<file path="src/rtl/sqrt_seq_pkg.sv">
`default_nettype none
// ============================================================================
// Module   : sqrt_seq_pkg
// Brief    : Shared types and elaboration helpers for the sequential square
//            root (state encoding, root width / iteration count derivation,
//            parameter legality check).
// Revision : 1.0 - initial release
// ============================================================================
package sqrt_seq_pkg;

    typedef enum logic [1:0] {
        SQ_IDLE = 2'd0,
        SQ_CALC = 2'd1,
        SQ_DONE = 2'd2
    } sq_state_e;

    // Root width: one root bit per operand bit pair, odd widths round up.
    function automatic int sq_part(input int width);
        return (width + 1) / 2;
    endfunction

    // Number of CALC cycles needed to resolve the whole root.
    function automatic int sq_iter(input int width, input int bpc);
        return sq_part(width) / bpc;
    endfunction

    // Legal instance: at least two operand bits, binary TC_MODE, and the
    // per-cycle step count must tile the root width exactly.
    function automatic bit sq_params_ok(input int width, input int tc_mode, input int bpc);
        return (width >= 2) && (tc_mode == 0 || tc_mode == 1) &&
               (bpc >= 1) && (bpc <= sq_part(width)) &&
               ((sq_part(width) % bpc) == 0);
    endfunction

endpackage : sqrt_seq_pkg
`default_nettype wire

</file>
<file path="src/rtl/sqrt_seq_step.sv">
`default_nettype none
// ============================================================================
// Module   : sqrt_step
// Brief    : One combinational restoring square-root step. Brings in the
//            next operand bit pair, tries (root<<2)|1 against the shifted
//            remainder and resolves one root bit.
// Revision : 1.0 - initial release
// ============================================================================
module sqrt_step #(
    parameter int PART = 16
) (
    input  logic [PART+1:0] i_rem,
    input  logic [PART-1:0] i_root,
    input  logic [1:0]      i_bits,
    output logic [PART+1:0] o_rem,
    output logic [PART-1:0] o_root
);

    logic [PART+1:0] w_rem_sh;
    logic [PART+1:0] w_trial;
    logic            w_ge;

    // Restoring step; the remainder never exceeds 2*root, so shifting it
    // left by two inside PART+2 bits cannot lose significant bits.
    always_comb begin
        w_rem_sh = (i_rem << 2) | {{PART{1'b0}}, i_bits};
        w_trial  = {i_root, 2'b01};
        w_ge     = (w_rem_sh >= w_trial);
        o_rem    = w_ge ? (w_rem_sh - w_trial) : w_rem_sh;
        o_root   = (i_root << 1) | PART'(w_ge);
    end

endmodule : sqrt_step
`default_nettype wire

</file>
<file path="src/rtl/sqrt_seq.sv">
`default_nettype none
// ============================================================================
// Module   : sqrt_seq
// Brief    : Sequential integer square root with valid/ready handshakes.
//            Produces floor(sqrt(|a|)), |a| - root^2 and a negative flag,
//            resolving BITS_PER_CYC root bits per clock.
// Revision : 1.0 - initial release
// ============================================================================
module sqrt_seq
    import sqrt_seq_pkg::*;
#(
    parameter int WIDTH        = 32,
    parameter int TC_MODE      = 1,
    parameter int BITS_PER_CYC = 1
) (
    input  logic                              clk,
    input  logic                              rst_n,
    input  logic                              clear,
    input  logic                              in_valid,
    output logic                              in_ready,
    input  logic [WIDTH-1:0]                  a,
    output logic                              out_valid,
    input  logic                              out_ready,
    output logic [sq_part(WIDTH)-1:0]         root,
    output logic [sq_part(WIDTH):0]           remainder,
    output logic                              neg
);

    localparam int PART = sq_part(WIDTH);
    localparam int ITER = sq_iter(WIDTH, BITS_PER_CYC);
    localparam int OPW  = 2 * PART;
    localparam int CW   = (ITER > 1) ? $clog2(ITER) : 1;

    if (!sq_params_ok(WIDTH, TC_MODE, BITS_PER_CYC)) begin : g_param_check
        $error("sqrt_seq: illegal WIDTH/TC_MODE/BITS_PER_CYC combination");
    end

    sq_state_e          r_state;
    sq_state_e          w_state_nxt;
    logic               r_in_ready;
    logic               r_out_valid;
    logic               w_in_ready_d;
    logic               w_out_valid_d;

    logic [CW-1:0]      r_cnt;
    logic [OPW-1:0]     r_opd;
    logic [PART+1:0]    r_prem;
    logic [PART-1:0]    r_proot;
    logic               r_neg_cap;
    logic [PART-1:0]    r_root;
    logic [PART:0]      r_rem;
    logic               r_neg;

    logic               w_neg_in;
    logic [WIDTH-1:0]   w_mag;
    logic               w_accept;
    logic               w_last;

    logic [PART+1:0]    w_rem_c  [BITS_PER_CYC+1];
    logic [PART-1:0]    w_root_c [BITS_PER_CYC+1];

    // Operand magnitude; (~a)+1 maps the most negative value to 2^(WIDTH-1).
    always_comb begin
        w_neg_in = (TC_MODE != 0) && a[WIDTH-1];
        w_mag    = w_neg_in ? (~a + {{(WIDTH-1){1'b0}}, 1'b1}) : a;
        w_accept = in_valid && r_in_ready && (r_state == SQ_IDLE);
        w_last   = (r_cnt == CW'(ITER - 1));
    end

    assign w_rem_c[0]  = r_prem;
    assign w_root_c[0] = r_proot;

    for (genvar j = 0; j < BITS_PER_CYC; j++) begin : g_step
        sqrt_step #(
            .PART (PART)
        ) u_step (
            .i_rem  (w_rem_c[j]),
            .i_root (w_root_c[j]),
            .i_bits (r_opd[OPW-1-2*j -: 2]),
            .o_rem  (w_rem_c[j+1]),
            .o_root (w_root_c[j+1])
        );
    end

    // State register; handshake flags are registered decodes of next state.
    always_ff @(posedge clk) begin
        if (!rst_n) begin
            r_state     <= SQ_IDLE;
            r_in_ready  <= 1'b1;
            r_out_valid <= 1'b0;
        end else begin
            r_state     <= w_state_nxt;
            r_in_ready  <= w_in_ready_d;
            r_out_valid <= w_out_valid_d;
        end
    end

    // Next-state logic; clear overrides every handshake.
    always_comb begin
        w_state_nxt = r_state;
        if (clear) begin
            w_state_nxt = SQ_IDLE;
        end else begin
            case (r_state)
                SQ_IDLE: if (w_accept)  w_state_nxt = SQ_CALC;
                SQ_CALC: if (w_last)    w_state_nxt = SQ_DONE;
                SQ_DONE: if (out_ready) w_state_nxt = SQ_IDLE;
                default:                w_state_nxt = SQ_IDLE;
            endcase
        end
    end

    // Output decode from the next state so the flags come straight from flops.
    always_comb begin
        w_in_ready_d  = (w_state_nxt == SQ_IDLE);
        w_out_valid_d = (w_state_nxt == SQ_DONE);
    end

    // Datapath: capture operand, iterate, publish result on the final step.
    always_ff @(posedge clk) begin
        if (!rst_n || clear) begin
            r_cnt     <= '0;
            r_opd     <= '0;
            r_prem    <= '0;
            r_proot   <= '0;
            r_neg_cap <= 1'b0;
            r_root    <= '0;
            r_rem     <= '0;
            r_neg     <= 1'b0;
        end else begin
            case (r_state)
                SQ_IDLE: begin
                    if (w_accept) begin
                        r_opd     <= OPW'(w_mag);
                        r_neg_cap <= w_neg_in;
                        r_prem    <= '0;
                        r_proot   <= '0;
                        r_cnt     <= '0;
                    end
                end
                SQ_CALC: begin
                    r_opd   <= r_opd << (2 * BITS_PER_CYC);
                    r_prem  <= w_rem_c[BITS_PER_CYC];
                    r_proot <= w_root_c[BITS_PER_CYC];
                    if (w_last) begin
                        r_cnt  <= '0;
                        r_root <= w_root_c[BITS_PER_CYC];
                        r_rem  <= w_rem_c[BITS_PER_CYC][PART:0];
                        r_neg  <= r_neg_cap;
                    end else begin
                        r_cnt  <= r_cnt + CW'(1);
                    end
                end
                default: ;
            endcase
        end
    end

    assign in_ready  = r_in_ready;
    assign out_valid = r_out_valid;
    assign root      = r_root;
    assign remainder = r_rem;
    assign neg       = r_neg;

endmodule : sqrt_seq
`default_nettype wire

</file>
<file path="config.mk">
export PLATFORM = sky130hd
export DESIGN_NAME = sqrt_seq
export DESIGN_NICKNAME = d
export VERILOG_FILES = /design/src/rtl/sqrt_seq_pkg.sv /design/src/rtl/sqrt_seq_step.sv /design/src/rtl/sqrt_seq.sv
export SDC_FILE = /design/constraint.sdc
export NUM_CORES = 1
export LEC_CHECK = 0
export CAP_MARGIN = 20
export CORE_MARGIN = 2
export CORE_UTILIZATION = 35
export DETAILED_ROUTE_END_ITERATION = 7
export GPL_TIMING_DRIVEN = 0
export PLACE_DENSITY = 0.57
export SLEW_MARGIN = 20
export SYNTH_ARGS = -nofsm -noshare
export SYNTH_HDL_FRONTEND = slang
export SYNTH_HIERARCHICAL = 1
export SYNTH_SLANG_ARGS = --single-unit
</file>
<file path="constraint.sdc">
create_clock -name clk -period 6.6 [get_ports clk]
set_clock_uncertainty 0.15 [all_clocks]
set_input_delay 1.65 -clock clk [delete_from_list [all_inputs] [get_ports clk]]
set_output_delay 1.65 -clock clk [all_outputs]
set_load 0.05 [all_outputs]
</file>
==> run metrics <==
DRC=0; Lkg Pwr=2.48 nW; largest net degree at the start of global routing=18; Vias/cell=5.29; GRT overflow=0; Final Hold Vio Count=0; first-pass GRT wire length=26300 microns; CP max stage cell=clkdlybuf4s50_1; chip width=134 microns; Cell Area, Synth=5930 sq um; Clock transition at path regs=80 ps; Avg Inst Size Synth=8.25 sq um; worst ir drop on vdd=0.120 mV; total of fill cells in the finished design=1709; Post-CTS Setup Repair Bufs=0; Power per Cell Area=about 210 nW/um^2; Peak Freq=0.266 GHz; wire per inst=16.0 microns; reg2reg end=r_prem[10]; hold path cells=2; Worst Path Arrival=3890 ps; CTS buffer count=9; reg2reg setup slack=3510 ps; final core utilization=a little over two fifths; Ports=73; I/O Buffers=72; DP Wirelength=12700 microns; Max clock buf depth=2; via count of the first global-routing pass=5273; crit path time final=3770 ps; final setup fails=0; Tcrit/Tclk final=57.1%; yosys warns=6; post-route setup TNS=0 ps; max-cap viol count=0; max-slew violation count=0; status=complete, no violations; Die Area=18000 sq um; worst r2r path cells=13; clk sink count=approximately 110; Root Driver=clkbuf_16; Pre-antenna DRT Iters=6; worst skew pair latency=roughly 370 ps; Critical Path Start Type=primary input; PostCTS Resize Cnt=0; worst hold path class=reg2reg; CP Data Required Time=slightly below 7000 ps; Placer Congestion=0.851; H-tree depth=3; critical path cell sequence=clkdlybuf4s50_1 -> nor4_4 -> nand4_2 -> o41ai_1 -> xor2_1 -> a221oi_1; DR vias=5432; Worst setup EP type=flop; delay-heaviest family, CP=simple AND/OR/NAND/NOR gates; gr usage total=a little under a fifth; initial drt markers=306; core box area=16600 sq um; fin nets=858; slew of the pin with the lowest slew margin=735 ps; Hold Path Origin=remainder[9]; Rows=47; CP max FO=8; Die Y=134 microns; Post-Syn Nets=roughly 780; ANT nets after route=0; initial antenna violation count=0; Hold Path Sink=remainder[9]; Syn-to-layout area delta=22.3%; Post-Syn Instances=~720; WHS=305 ps; Final Routed Wirelength=about 16000 microns; hold-fix buffers at CTS=0; Slew headroom=50.6%; Starting Density=35.7%; Worst Path Buf+Inv=1; worst r2r src=r_proot[7]; CTS tree=built; CP max stage delay=530 ps; n_diodes=0; share of post-route cells with drive strength above 1=a little under 9%; unrepaired setup endpoints after global routing=false; critical path class=in2reg
[state kept, by name, indices dropped and copies added, names as in the netlist]
name	flops
r_opd	32
remainder	17
r_prem	16
r_proot	16
root	16
r_cnt	4
r_state	2
in_ready	1
neg	1
out_valid	1
r_neg_cap	1
[where the power goes]
part	internal (mW)	switching [mW]	leakage (nW)
combinational	0.122	0.152	1.46
clock	0.344	0.247	0.152
sequential	0.655	0.00727	0.864
total	1.12	0.406	2.48
[routing by layer]
layer / global-route usage [%] / vias to the layer above / routed length, microns
met3: 2.57 / 16 / 566
met4: 7.02 / 0 / 235
met1: 23.1 / 2575 / 7500
li1: - / 2730 / -
met5: 0 / - / 0
met2: 32.3 / 111 / 8160
[layout by cell type (no fill, tap or decap), drive strengths merged, types with 3 or more instances in the layout]
| cell type | n |
|---|---|
| or4 | 3 |
| nor4 | 4 |
| nor3 | 11 |
| ha | 20 |
| nand2b | 8 |
| a22o | 3 |
| o211ai | 6 |
| inv | 24 |
| dfxtp | 107 |
| nand2 | 109 |
| xor2 | 17 |
| o22ai | 10 |
| mux2 | 13 |
| a22oi | 55 |
| a21oi | 75 |
| a31oi | 6 |
| o21ba | 3 |
| o31ai | 7 |
| nand4 | 8 |
| xnor2 | 20 |
| clkbuf | 48 |
| nor2 | 54 |
| a221oi | 4 |
| a41oi | 3 |
| or3 | 5 |
| a21o | 5 |
| clkdlybuf4s50 | 72 |
| o21a | 4 |
| nor2b | 5 |
| o21ai | 22 |
| nand3 | 11 |
| buf | 25 |
| mux2i | 4 |
| o41ai | 7 |
[how the worst max path moves through the flow]
stage	startpoint	endpoint	slack [ps]	depth (start not counted)
floorplan	a[22]	r_opd[28]	3180	5
global placement	a[4]	r_opd[19]	2530	6
detailed placement	a[4]	r_opd[19]	2450	6
CTS	a[4]	r_opd[19]	2860	6
global route	a[0]	r_opd[22]	2660	8
finish	a[4]	r_opd[19]	2830	6
[final cells by class]
type	instances	area [sq um]	area share, %
repair buffers	72	721	9.94
multi-input cells	525	3370	46.5
inverters	24	95.1	1.31
plain buffers	62	315	4.35
flip-flops and latches	107	2140	29.6
clock buffers	11	243	3.35
well taps	220	275	3.80
clock inverters	5	83.8	1.16
[per-stage QoR]
stage	setup WS [ps]	cells	area (sq um)	total power, mW
after floorplan	3180	718	5930	0.862
after global placement	2530	1010	6920	0.946
after detailed placement	2450	1010	6920	0.949
after CTS	2860	1026	7250	1.54
after global routing	2660	1026	7250	1.59
final	2830	1026	7250	1.53
[tightest hold or removal path: cells and delay by family, from the launching register on]
kind / cells / cell delay, ps
AOI/OAI and AO/OA: 1 / 50
and+or+nand+nor: 1 / 50
DFF: 1 / 310
Power figures use the tool's default switching activity.
